`src/rtl/grid_pkg.sv`:
```
// Shared types and sizes for the grid-cell RAM arbiter slice.
// Holds cell/address widths, write-buffer depth and the owner tag.
package grid_pkg;

   localparam int GRID_CELLS  = 200;
   localparam int CELL_W      = 10;
   localparam int ADDR_W      = 8;
   localparam int WFIFO_DEPTH = 4;

   typedef enum logic [1:0] {
      TAG_NONE = 2'd0,
      TAG_VGA  = 2'd1,
      TAG_CPU  = 2'd2
   } owner_t;

   typedef enum logic {
      RR_WRITE = 1'b0,
      RR_READ  = 1'b1
   } rr_t;

   typedef struct packed {
      logic [ADDR_W-1:0] addr;
      logic [CELL_W-1:0] data;
   } wr_ent_t;

endpackage

```
`src/rtl/grid_wr_fifo.sv`:
```
// CPU write buffer: synchronous FIFO of {addr,data} entries.
// Ports: push/din in, pop in, head out, full out, count out.
import grid_pkg::*;

module grid_wr_fifo #(
   parameter int DEPTH = WFIFO_DEPTH
) (
   input  logic                       iVGA_CLK,
   input  logic                       iRST_n,
   input  logic                       push,
   input  wr_ent_t                    din,
   input  logic                       pop,
   output wr_ent_t                    head,
   output logic                       full,
   output logic [$clog2(DEPTH):0]     count
);

   localparam int AW = $clog2(DEPTH);

   wr_ent_t       store [DEPTH];
   logic [AW-1:0] wr_ptr;
   logic [AW-1:0] rd_ptr;

   assign head = store[rd_ptr];
   assign full = (count == (AW+1)'(DEPTH));

   always_ff @(posedge iVGA_CLK) begin
      if (push) store[wr_ptr] <= din;
   end

   always_ff @(posedge iVGA_CLK or negedge iRST_n) begin
      if (!iRST_n) begin
         wr_ptr <= '0;
         rd_ptr <= '0;
         count  <= '0;
      end else begin
         if (push) wr_ptr <= wr_ptr + 1'b1;
         if (pop)  rd_ptr <= rd_ptr + 1'b1;
         // simultaneous push and pop leaves occupancy unchanged
         case ({push, pop})
            2'b10:   count <= count + 1'b1;
            2'b01:   count <= count - 1'b1;
            default: count <= count;
         endcase
      end
   end

endmodule

```
`src/rtl/grid_mem_arbiter.sv`:
```
// Shares the single-port grid RAM between VGA fetch and CPU access.
// VGA read first; CPU writes buffered and drained; CPU reads after drain.
import grid_pkg::*;

module grid_mem_arbiter (
   input  logic              iVGA_CLK,
   input  logic              iRST_n,
   input  logic              vblank,
   input  logic              hold_vblank,
   input  logic              vga_req,
   input  logic [ADDR_W-1:0] vga_addr,
   output logic              vga_rvalid,
   output logic [CELL_W-1:0] vga_rdata,
   input  logic              cpu_wr_valid,
   output logic              cpu_wr_ready,
   input  logic [ADDR_W-1:0] cpu_wr_addr,
   input  logic [CELL_W-1:0] cpu_wr_data,
   input  logic              cpu_rd_valid,
   output logic              cpu_rd_ready,
   input  logic [ADDR_W-1:0] cpu_rd_addr,
   output logic              cpu_rd_rvalid,
   output logic [CELL_W-1:0] cpu_rd_data,
   output logic              mem_en,
   output logic              mem_we,
   output logic [ADDR_W-1:0] mem_addr,
   output logic [CELL_W-1:0] mem_wdata,
   input  logic [CELL_W-1:0] mem_rdata
);

   localparam int CW = $clog2(WFIFO_DEPTH) + 1;

   wr_ent_t       wq_head;
   wr_ent_t       wq_din;
   logic          wq_full;
   logic [CW-1:0] wq_cnt;
   logic          wq_push;
   logic          wq_empty;

   logic   wr_cand;
   logic   rd_cand;
   logic   g_vga;
   logic   g_wr;
   logic   g_rd;
   rr_t    rr_q;
   rr_t    rr_d;
   owner_t tag_q;
   owner_t tag_d;

   logic [CELL_W-1:0] vga_hold_q;
   logic [CELL_W-1:0] cpu_hold_q;

   assign wq_empty     = (wq_cnt == '0);
   assign cpu_wr_ready = !wq_full;
   assign wq_push      = cpu_wr_valid & !wq_full;
   assign wq_din       = '{addr: cpu_wr_addr, data: cpu_wr_data};

   grid_wr_fifo #(
      .DEPTH (WFIFO_DEPTH)
   ) u_wq (
      .iVGA_CLK (iVGA_CLK),
      .iRST_n   (iRST_n),
      .push     (wq_push),
      .din      (wq_din),
      .pop      (g_wr),
      .head     (wq_head),
      .full     (wq_full),
      .count    (wq_cnt)
   );

   // reads wait for an empty buffer so they never overtake a write
   assign wr_cand = !wq_empty & (!hold_vblank | vblank);
   assign rd_cand = cpu_rd_valid & wq_empty;

   always_comb begin
      g_vga = 1'b0;
      g_wr  = 1'b0;
      g_rd  = 1'b0;
      rr_d  = rr_q;
      tag_d = TAG_NONE;
      if (vga_req) begin
         g_vga = 1'b1;
      end else if (wr_cand && rd_cand) begin
         if (rr_q == RR_WRITE) begin
            g_wr = 1'b1;
            rr_d = RR_READ;
         end else begin
            g_rd = 1'b1;
            rr_d = RR_WRITE;
         end
      end else if (wr_cand) begin
         g_wr = 1'b1;
      end else if (rd_cand) begin
         g_rd = 1'b1;
      end
      if (g_vga) tag_d = TAG_VGA;
      if (g_rd)  tag_d = TAG_CPU;
   end

   always_comb begin
      mem_en       = g_vga | g_wr | g_rd;
      mem_we       = g_wr;
      mem_addr     = '0;
      mem_wdata    = '0;
      cpu_rd_ready = g_rd;
      if (g_vga) mem_addr = vga_addr;
      if (g_rd)  mem_addr = cpu_rd_addr;
      if (g_wr) begin
         mem_addr  = wq_head.addr;
         mem_wdata = wq_head.data;
      end
   end

   always_ff @(posedge iVGA_CLK or negedge iRST_n) begin
      if (!iRST_n) begin
         rr_q       <= RR_WRITE;
         tag_q      <= TAG_NONE;
         vga_hold_q <= '0;
         cpu_hold_q <= '0;
      end else begin
         rr_q  <= rr_d;
         tag_q <= tag_d;
         if (tag_q == TAG_VGA) vga_hold_q <= mem_rdata;
         if (tag_q == TAG_CPU) cpu_hold_q <= mem_rdata;
      end
   end

   // RAM data is live in the response cycle; held copy covers the rest
   assign vga_rvalid    = (tag_q == TAG_VGA);
   assign cpu_rd_rvalid = (tag_q == TAG_CPU);
   assign vga_rdata     = vga_rvalid    ? mem_rdata : vga_hold_q;
   assign cpu_rd_data   = cpu_rd_rvalid ? mem_rdata : cpu_hold_q;

endmodule
```
`config.mk`:
```
export PLATFORM = sky130hd
export DESIGN_NAME = grid_mem_arbiter
export DESIGN_NICKNAME = d
export VERILOG_FILES = /design/src/rtl/grid_pkg.sv /design/src/rtl/grid_wr_fifo.sv /design/src/rtl/grid_mem_arbiter.sv
export SDC_FILE = /design/constraint.sdc
export NUM_CORES = 1
export LEC_CHECK = 0
export BUFFER_PORTS_ARGS = -buffer_cell sky130_fd_sc_hd__buf_2
export CORE_MARGIN = 2
export CORE_UTILIZATION = 48
export DETAILED_ROUTE_END_ITERATION = 7
export PLACE_DENSITY = 0.72
export SLEW_MARGIN = 5
export SYNTH_ARGS = -nofsm -noshare
export SYNTH_HDL_FRONTEND = slang
export SYNTH_SLANG_ARGS = --single-unit
export TNS_END_PERCENT = 10
```
`constraint.sdc`:
```
create_clock -name iVGA_CLK -period 4.6 [get_ports iVGA_CLK]
set_input_delay 0.92 -clock iVGA_CLK [delete_from_list [all_inputs] [get_ports iVGA_CLK]]
set_output_delay 0.92 -clock iVGA_CLK [all_outputs]
set_load 0.01 [all_outputs]
```
**Word-level counts from Yosys, hierarchy flattened**

Memories as Yosys holds them, arrays and structs flattened.
Cells that the tools add are included.
W data, S select, Z words.

- Input port bits: 51
- Memories kept: 1
- RAM bits: 72
- Output and inout port bits: 44
- Register bits: 30

- Add/subtract/negate cells: 4
- Reductions and logical operators: 7
- Mux-type cells: 21
- Equality and inequality tests: 5
- Bitwise logic cells: 7

Memory list:

| memory | depth | bits a word | rd ports | clocked after Yosys merged registers in | write ports | RTL line | source |
|---|---|---|---|---|---|---|---|
| u_wq.store | 4 | 18 | 1 | 0 | 1 | grid_wr_fifo.sv:20 | `wr_ent_t store [DEPTH];` |

Operators with widths:

| cell | number |
|---|---|
| $mux W10 | 3 |
| $mux W8 | 3 |
| $mux W1 | 13 |
| $pmux W3 S2 | 1 |
| $add A2 B1 Y2 const B | 2 |
| $eq A2 B1 Y1 const B | 2 |
| $eq A2 B2 Y1 const B | 2 |
| $add A3 B1 Y3 const B | 1 |
| $and A1 B1 Y1 | 3 |
| $eq A3 B3 Y1 const B | 1 |
| $logic_not A1 Y1 | 3 |
| $logic_not A3 Y1 | 1 |
| $or A1 B1 Y1 | 3 |
| $sub A3 B1 Y3 const B | 1 |
| $mux W2 | 1 |
| $reduce_and A2 Y1 | 1 |
| $reduce_bool A2 Y1 | 1 |
| $logic_and A1 B1 Y1 | 1 |
| $not A1 Y1 | 1 |

**Longest topological paths before layout**

Gate-level depths: netlist of the first run.

- Depth in word-level cells: 8
- Depth in mapped cells: 9

**Modules after synthesis**

A second synthesis of the first run with hierarchy kept.

- Cells, all modules: 211
- Area total of the unflattened synthesis: 4,076.4 um^2

Modules (own cells, without submodules):

| module | cells each | area an instance (um^2) | times used | seq. area each (um^2) |
|---|---|---|---|---|
| grid_wr_fifo | 126 | 2,984.1 | 1 | 2,337.2 |
| grid_mem_arbiter | 85 | 1,092.3 | 1 | 550.5 |

**Worst setup path after synthesis of the first run**

OpenSTA, ideal clock, no wires.

- Path type: input -> output
- Start point: in vga_req
- End point: out mem_addr[0]
- Stages on the path: 4
- Arrival: 1,782 ps
- Setup slack: 1,898 ps
- Cell sequence: clkbuf_1 buf_1 a32oi_1 a21oi_1

- Longest elaborated chain between the ends: 4
- Elaborated cells between the ends (all ways): 6
- Those cells by class: mux: 6

Ends and longest elaborated chain:

| what | RTL line | source |
|---|---|---|
| start: declaration | grid_mem_arbiter.sv:10 | `input logic vga_req,` |
| $mux W1 | grid_mem_arbiter.sv:80 | `if (vga_req) begin` |
| $mux W8 | grid_mem_arbiter.sv:105 | `if (g_vga) mem_addr = vga_addr;` |
| $mux W8 | grid_mem_arbiter.sv:106 | `if (g_rd) mem_addr = cpu_rd_addr;` |
| $mux W8 * | grid_mem_arbiter.sv:107 | `if (g_wr) begin` |
| end: declaration | grid_mem_arbiter.sv:25 | `output logic [ADDR_W-1:0] mem_addr,` |

Mark *: on every way between the ends. The rest lies on a longest branch, timed or not.

**Final worst setup path of the first run**

- Start point: reg u_wq.rd_ptr[0]
- End point: out mem_addr[4]

- Longest elaborated chain between the ends: 2

Ends and longest elaborated chain:

| what | RTL line | source |
|---|---|---|
| start: declaration | grid_wr_fifo.sv:22 | `logic [AW-1:0] rd_ptr;` |
| start signal: assignment | grid_wr_fifo.sv:38 | `if (pop) rd_ptr <= rd_ptr + 1'b1;` |
| $mem_v2 Z4 W18 | - |  |
| $mux W8 | grid_mem_arbiter.sv:107 |  |

No other way between the ends.

==> metrics.txt, run 1 <==
crit share post-route 75.0%; Finish-stage setup viols 0; vias after detailed routing 2304; die width just under 100 um; total power about 2.7 mW; post-CTS setup buffer count 0; Slew @ Worst Pin 931 ps; Chip Height 96.7 um; CP endpoint kind output pin; Cells after Synth 225; Post-CTS Hold Fix Bufs 0; part of the power in registers 49.3%; CP startpoint kind flop; status complete, no violations; Worst Hold Class reg -> reg; FP Rows 33; Fin. Hold Viols 0; Int Power ~1.9 mW; clk slew on worst S/H paths 90 ps; Syn Nets 282; P_sw just over 0.8 mW; clock share of power 20.3%; Lkg Pwr 1.92 nW; IO buf count 94; crit-path max FO 15; ys flop type edfxtp_1; global-route wire length before repair 12900 um; H-tree depth 3; IO Pins 95; hold slack 501 ps; Mapped Area 0.00412 mm2; CTS buffer count 9; clk root buf clkbuf_8; Yosys top cell area share 52.4%; CTS tree yes; violation count after the first detailed-routing iteration 84; Post-synth EDFFs approximately 70; async set-reset flop share out of synthesis 28.7%; initial antenna violation count 0; Syn. warnings 0; DRC 0; FF+latch count, synth 101; CTS sink cnt 101; Initial Utilization between 40% and 50%; Post-Route WL 7680 um; Max Buffers Root-to-Sink 2; combinational share of power 30.4%; gr usage total 17.6%; post-CTS resize count 0; DPL Wire Length 5130 um; dpl ws between 1000 and 1500 ps; crit path time final 3450 ps; Net Sw Frac 30.0%; fmax 290 MHz; area leader, netlist edfxtp_1; vias in the first global route around 2500; slew margin rel. around 38%; DR WL/cell 17.9 um; synth cell count leaders edfxtp_1, dfrtp_1, mux2_2; # fillers 642; largest net degree at the start of global routing 30; cell count after placement 412; RSZ-0062 raised after global routing no; Setup TNS Final 0 ps; grt total ovfl 0; Non-Filler Instances 428; Seq/Total Area, Yosys a little over two thirds; Antenna Nets Post-Route 0; synthesis-to-finish area growth 18.3%; PD cells 560 mW/mm2; DR pass1 iterations 4; routability cong. 0.754; critical path data arrival time between 2000 and 3000 ps; CP required 3680 ps; Synth cell types 30; synth top area cells edfxtp_1, dfrtp_1, mux4_2, mux2_2, nor2b_1; vias per cell roughly 5.4; Ant. Diodes 0; pins over their slew limit 0; core area 0.00826 mm2; Final #Nets 375; Setup WS post-layout 1150 ps; worst vdd ir 229 uV; Clk Latency, worst-skew pair 360 ps; total die area 0.00935 mm2; count leader, synth edfxtp_1; Mean Syn Cell Area 18.3 um2; critical path class reg -> out; max_cap viols 0; layout cells sized above 1 between 40% and 50%; skew final 16.4 ps
==> flip-flops by register name, summed over array words and instances (netlist names) <==
signal	cells
u_wq.count	3
u_wq.store	72
u_wq.rd_ptr	2
vga_hold_q	10
u_wq.wr_ptr	2
tag_q	2
cpu_hold_q	10
==> through the flow <==
step                instance area, um2  util [%]
global placement                  4680      56.6
global route                      4880      59.1
CTS                               4880      59.1
floorplan                         4120         -
finish                            4880      59.1
detailed placement                4680      56.6
==> logic make-up after synthesis <==
kind of cell             count (synthesis)  share of synthesized area (%)
buffers and inverters                   21                           2.40
multiplexers                            41                           16.2
XOR/XNOR                                 6                           1.27
AND/OR/NAND/NOR                         34                           5.43
flip-flops                             101                           70.0
adder cells (fa/ha/maj)                  6                           2.00
AO/OA/AOI/OAI                           16                           2.67
==> power groups by stage <==
stage                     logic, mW  clock network (mW)  registers, mW
final                         0.830               0.554           1.35
after global routing          0.915               0.601           1.38
after CTS                     0.848               0.564           1.36
after detailed placement      0.844                   0           1.37
after global placement        0.833                   0           1.36
after floorplan               0.660                   0           1.27
==> worst paths after layout <==
| check | startpoint | endpoint | slack (ps) | depth (start not counted) |
|---|---|---|---|---|
| worst min-delay path | cpu_hold_q[7]$_DFF_PN0_ | cpu_hold_q[7]$_DFF_PN0_ | 500 | 1 |
| max in group asynchronous | iRST_n | u_wq.wr_ptr[1]$_DFFE_PN0P_ | 3610 | 1 |
| min in group asynchronous | iRST_n | cpu_hold_q[2]$_DFF_PN0_ | 570 | 1 |
| worst max register to register | u_wq.count[0]$_DFFE_PN0P_ | u_wq.count[2]$_DFFE_PN0P_ | 1750 | 9 |
| worst min register to register | cpu_hold_q[7]$_DFF_PN0_ | cpu_hold_q[7]$_DFF_PN0_ | 500 | 1 |
| worst max-delay path | u_wq.rd_ptr[0]$_DFFE_PN0P_ | mem_addr[4] | 1150 | 4 |
==> worst max-delay path, stage by stage (launching register included) <==
cell and delay (ps):
dfrtp_1 930, mux4_2 590, nor4_1 390, a21oi_1 80
buf_2 180
==> cell type report <==
| class | count | area [um2] | share of cell area [%] |
|---|---|---|---|
| clock buffer | 13 | 181 | 3.72 |
| clock inverter | 3 | 21.3 | 0.436 |
| inverter | 6 | 22.5 | 0.462 |
| multi-input combinational | 103 | 1140 | 23.4 |
| sequential | 101 | 2890 | 59.2 |
| tap | 105 | 131 | 2.69 |
| timing repair buffer | 97 | 493 | 10.1 |
==> routing by layer <==
| layer | part of all wire [%] | global-route usage (%) |
|---|---|---|
| met5 | 0 | 0 |
| met4 | 1.5 | 5.74 |
| met3 | 6.6 | 3.61 |
| met2 | 50 | 29.3 |
| met1 | 42 | 23.5 |
==> cell usage in the layout (no fill, tap or decap), drive strengths merged, types with 2 or more instances in the layout <==
master | synthesis | layout
xnor2 | 4 | 4
mux2 | 22 | 22
mux4 | 18 | 18
nor2b | 13 | 13
ha | 5 | 5
buf | 10 | 97
a21oi | 8 | 8
inv | 6 | 9
a32oi | 8 | 8
dfrtp | 29 | 29
clkbuf | 5 | 13
nor4 | 8 | 8
edfxtp | 72 | 72
and3 | 4 | 4
xor2 | 2 | 2
and2 | 2 | 2
Note: power is estimated with default switching activity, not from simulation.
==> run 2, diff against run 1 <==
--- a/config.mk
+++ b/config.mk
@@ -5,11 +5,12 @@
 export SDC_FILE = /design/constraint.sdc
 export NUM_CORES = 1
 export LEC_CHECK = 0
+export ABC_AREA = 1
 export BUFFER_PORTS_ARGS = -buffer_cell sky130_fd_sc_hd__buf_2
 export CORE_MARGIN = 2
 export CORE_UTILIZATION = 48
 export DETAILED_ROUTE_END_ITERATION = 7
-export PLACE_DENSITY = 0.72
+export PLACE_DENSITY = 0.74
 export SLEW_MARGIN = 5
 export SYNTH_ARGS = -nofsm -noshare
 export SYNTH_HDL_FRONTEND = slang
==> constraint.sdc (replaced) <==
create_clock -name iVGA_CLK -period 3.1 [get_ports iVGA_CLK]
set_input_delay 0.62 -clock iVGA_CLK [delete_from_list [all_inputs] [get_ports iVGA_CLK]]
set_output_delay 0.62 -clock iVGA_CLK [all_outputs]
set_load 0.01 [all_outputs]
==> run 2 against run 1 <==
  * Core utilization decreased by 2.5 points
  * First-iteration DRC count rose by 87%
  * Clock skew shrank 4.2 ps
  * Count of clock-buffer cells in the layout down 4
  * Synthesized area rose by 7.3%
  * Register-to-register slack lost 1100 ps
  * Via count rose by 37%
  * Final cell count up 53%
  * Worst setup slack worse by 720 ps
  * Die area is 7.0% higher
  * Sequential share of layout area fell by 3.2 points
  * Synthesized cell count grew 98%
  * Critical path type unchanged
  * Critical endpoint is now mem_wdata[9]
==> metrics.txt, run 2 <==
FF+latch count, synth 101; vias in the first global route 2946; Synth cell types 23; register with the most flip-flops u_wq.store; DR pass1 iterations 6; count leader, synth nand2_1; Non-Filler Instances 653; area leader, netlist edfxtp_1; # fillers 789; final core area utilization 56.6%; CP required 2480 ps; Finish-stage setup viols 0; post-CTS setup buffer count 0; FF-to-FF End u_wq.count[2]$_DFFE_PN0P_; Max Buffers Root-to-Sink 2; vias after detailed routing around 3200; violation count after the first detailed-routing iteration between 150 and 200; DPL Wire Length 5870 um; Net Sw Frac 38.4%; Int Power 2.60 mW; layout cells sized above 1 23.6%; Fin. Hold Viols 0; dpl ws 623 ps; CP startpoint kind flop; clk root buf clkbuf_8; P_sw 1.62 mW; synth top area cells edfxtp_1, dfrtp_1, nand2_1, inv_1, o21ai_0; Initial Utilization about half; Post-Route WL ~8900 um; most frequent cells in the layout nand2_1, buf_2, edfxtp_1, inv_1, dfrtp_1; worst vdd ir 360 uV; crit share post-route 86.1%; RR Startpoint u_wq.count[0]$_DFFE_PN0P_; Syn Nets 502; async set-reset flop share out of synthesis 28.7%; Lkg Pwr 2.51 nW; Area after DPL 0.00497 mm2; Slew @ Worst Pin 648 ps; initial antenna violation count 0; synthesis-to-finish area growth 16.6%; Mean Syn Cell Area 9.94 um2; DRC 0; clk slew on worst S/H paths 100 ps; CP endpoint kind output pin; cell count after placement roughly 640; Setup WS post-layout 431 ps; Chip Height ~100 um; H-tree depth 3; Final #Nets 594; critical path class reg -> out; global-route wire length before repair 14000 um; crit path time final 2670 ps; crit-path max FO 28; DR WL/cell 13.6 um; Largest register FFs around 70; part of the power in registers roughly 45%; routability cong. 0.770; largest net degree at the start of global routing 39; CTS sink cnt 101; Cells after Synth 445; skew final roughly 12 ps; ys flop type edfxtp_1; vias per cell 4.85; gr usage total a little under a fifth; slowest stage delay, CP approximately 650 ps; CP Cell Sequence inv_2 > nor2_1 > o21ai_1 > a21oi_1 > buf_2; status complete, no violations; total power 4.23 mW; pins over their slew limit 0; PD cells 820 mW/mm2; max_cap viols 0; grt total ovfl 0; Post-CTS Hold Fix Bufs 0; CTS buffer count 9; Mapped Area 0.00442 mm2; critical path data arrival time 2050 ps; combinational share of power between 30% and 40%; slowest cell on the critical path dfrtp_1; IO Pins 95; FP Rows 35; slew margin rel. 56.8%; Antenna Nets Post-Route 0; synth cell count leaders nand2_1, edfxtp_1, inv_1; wl on met1 about 3800 um; Setup TNS Final 0 ps; clock share of power 18.7%; hold slack 270 ps; Final Cell Area 0.00516 mm2; met3 WL 473 um; most common cell after layout, fill and taps aside nand2_1; Syn. warnings 0; Post-synth EDFFs 72; fmax 375 MHz; RSZ-0062 raised after global routing no; IO buf count 94; biggest regs u_wq.store (72), cpu_hold_q (10), vga_hold_q (10); die width roughly 100 um; post-CTS resize count 0; r2r setup slk 690 ps; Ant. Diodes 0; highest routed layer met4; cells on worst reg2reg path 10; met2 wire length 4510 um; CTS tree yes; core area 0.00911 mm2; total die area 0.0100 mm2; Worst Hold Class in -> async; Clk Latency, worst-skew pair approximately 360 ps; Yosys top cell area share approximately half; Seq/Total Area, Yosys 65.3%
[run 2: layer usage]
layer	global-route usage [%]	up-vias
met5	0	-
met4	7.80	0
met3	3.90	15
met2	30.8	103
met1	22.7	1452
li1	-	1594
[run 2: cells by family after synthesis]
| logic type | Yosys count | synth area share [%] |
|---|---|---|
| buf+inv | 89 | 8.60 |
| compound gates | 42 | 4.75 |
| simple gates | 203 | 18.7 |
| fa+ha+maj | 6 | 1.87 |
| xor+xnor | 4 | 0.792 |
| flops | 101 | 65.3 |
[run 2: cell type report]
cell class              count  area [um2]  share of cell area, %
flip-flops and latches    101        2890                   56.0
inverters                  70         263                   5.09
well taps                 111         139                   2.69
multi-input cells         255        1160                   22.6
repair buffers            100         515                   10.0
clock buffers               9         124                   2.40
clock inverters             7        63.8                   1.24
[run 2: critical path: cells and delay by family (launching register included)]
kind                   cells  cell delay [ps]
DFF                        1              650
AOI/OAI and AO/OA          2              310
and+or+nand+nor            1              200
buffers and inverters      2              520
[run 2: power by group through the flow]
| stage | Sequential (mW) | Combinational (mW) | Clock (mW) |
|---|---|---|---|
| finish | 1.91 | 1.53 | 0.789 |
| global route | 1.94 | 1.73 | 0.851 |
| CTS | 1.92 | 1.54 | 0.803 |
| detailed placement | 1.94 | 1.53 | 0 |
| global placement | 1.93 | 1.49 | 0 |
| floorplan | 1.90 | 1.09 | 0 |
[run 2: worst max path at each step]
stage	start	end	slack, ps	cells past startpoint
floorplan	vga_req	u_wq.count[2]$_DFFE_PN0P_	1120	9
global placement	vga_req	u_wq.count[2]$_DFFE_PN0P_	680	9
detailed placement	vga_req	u_wq.count[2]$_DFFE_PN0P_	620	9
CTS	u_wq.rd_ptr[1]$_DFFE_PN0P_	mem_wdata[9]	400	5
global route	u_wq.count[0]$_DFFE_PN0P_	mem_addr[7]	280	8
finish	u_wq.rd_ptr[1]$_DFFE_PN0P_	mem_wdata[9]	430	5
==> run 3, diff against run 2 <==
--- a/config.mk
+++ b/config.mk
@@ -7,7 +7,7 @@
 export LEC_CHECK = 0
 export ABC_AREA = 1
 export BUFFER_PORTS_ARGS = -buffer_cell sky130_fd_sc_hd__buf_2
-export CORE_MARGIN = 2
+export CORE_MARGIN = 3
 export CORE_UTILIZATION = 48
 export DETAILED_ROUTE_END_ITERATION = 7
 export PLACE_DENSITY = 0.74
==> run 3 against run 2 <==
  * Flip-flop and latch count stayed put
  * Critical path type unchanged
  * Non-clock buffer count down 1
  * Final cell count shrank 0.46%
  * Clock skew shrank 1.6 ps
  * Power shrank 2.8%
  * First-iteration DRC count decreased by 29%
==> metrics.txt, run 3 (synthesis gave the netlist of run 2 again) <==
status complete, no violations; Finish-stage setup viols 0; crit-path max FO 14; violation count after the first detailed-routing iteration 112; Worst Hold Class in -> async; total die area about 0.010 mm2; CP required approximately 2500 ps; fmax 365 MHz; total power 4.11 mW; cell mode on critical path nand2_1; CTS buffer count 9; family with the most delay on the worst path simple AND/OR/NAND/NOR gates; most common cell after layout, fill and taps aside nand2_1; DR WL/cell 13.4 um; Lkg Pwr 2.49 nW; largest net degree at the start of global routing 39; Slew @ Worst Pin 633 ps; clk root buf clkbuf_8; Antenna Nets Post-Route 0; pins over their slew limit 0; max_cap viols 0; slowest stage delay, CP 440 ps; grt total ovfl 0; gr usage total ~17%; DR pass1 iterations 4; Setup TNS Final 0 ps; IO buf count 94; CTS tree yes; critical path data arrival time roughly 2100 ps; slew margin rel. between 50% and 60%; FP Rows 34; hold slack 274 ps; Non-Filler Instances 650; crit share post-route 88.3%; biggest regs u_wq.store (72), cpu_hold_q (10), vga_hold_q (10); vias in the first global route between 3000 and 4000; critical path class reg -> out; Post-Route WL 8710 um; post-CTS setup buffer count 0; H-tree depth 3; RSZ-0062 raised after global routing no; DRC 0; die width around 100 um; Buf/Inv on CP 2; PD cells about 800 mW/mm2; Setup WS post-layout 364 ps; cell count after placement around 630; Max Buffers Root-to-Sink 2; DPL Wire Length approximately 5800 um; CP startpoint kind flop; r2r setup slk between 500 and 600 ps; clk slew on worst S/H paths 90 ps; Clk Latency, worst-skew pair 350 ps; synthesis-to-finish area growth 15.8%; routability cong. around 0.74; most frequent cells in the layout nand2_1, buf_2, edfxtp_1, inv_1, dfrtp_1; CP endpoint kind output pin; core area 0.00885 mm2; global-route wire length before repair around 14000 um; Initial Utilization 50.0%; Chip Height 102 um; crit path time final 2740 ps; RR Startpoint u_wq.count[0]$_DFFE_PN0P_; vias after detailed routing ~3200; dpl ws roughly 570 ps; cells on worst reg2reg path 9; register with the most flip-flops u_wq.store; Largest register FFs 72; worst vdd ir between 400 and 500 uV; Fin. Hold Viols 0; CTS sink cnt roughly 100; post-CTS resize count 0; Final #Nets 593; vias per cell 4.90; skew final 10.6 ps; IO Pins 95; Post-CTS Hold Fix Bufs 0; FF-to-FF End u_wq.count[2]$_DFFE_PN0P_; initial antenna violation count 1; CP Cell Sequence nor2_2 > nand2_1 > nand3_2 > inv_2 > nand2_1 > nand2_1 > buf_2; slowest cell on the critical path dfrtp_1; layout cells sized above 1 roughly 23%
run 3: worst max-delay path by stage:
stage                                           end  cells past startpoint                       from
after floorplan           u_wq.count[2]$_DFFE_PN0P_                      9                    vga_req
after global placement    u_wq.count[2]$_DFFE_PN0P_                      9  u_wq.count[0]$_DFFE_PN0P_
after detailed placement  u_wq.count[2]$_DFFE_PN0P_                      9  u_wq.count[0]$_DFFE_PN0P_
after CTS                               mem_addr[1]                      7  u_wq.count[0]$_DFFE_PN0P_
after global routing                    mem_addr[1]                      7  u_wq.count[0]$_DFFE_PN0P_
final                                   mem_addr[1]                      7  u_wq.count[0]$_DFFE_PN0P_
run 3: power breakdown:
group	total (mW)	switching [mW]	leakage [nW]	internal, mW
clock network	0.725	0.413	0.0824	0.312
registers	1.91	0.124	1.00	1.79
logic	1.48	0.981	1.40	0.495
total	4.11	1.52	2.49	2.59
run 3: routing by layer:
layer / routed length [um] / track usage [%] / part of all wire, % / vias to the layer above
li1: - / - / - / 1590
met1: 3810 / 20.4 / 44 / 1483
met2: 4210 / 29.4 / 48 / 102
met3: 549 / 4.44 / 6.3 / 10
met4: 136 / 6.46 / 1.6 / 0
met5: 0 / 0 / 0 / -
run 3: layout make-up:
class	instances	area, um2
diodes	1	2.50
multi-input cells	255	1150
inverters	70	263
well taps	108	135
fillers	752	3730
flip-flops and latches	101	2890
repair buffers	99	508
clock buffers	12	145
clock inverters	4	25.0
run 3: through the flow:
step,util (%),area (um2)
6_report,57.9,5120
5_1_grt,57.9,5120
4_1_cts,57.8,5120
3_5_place_dp,55.9,4950
3_3_place_gp,55.9,4950
2_1_floorplan,-,4420
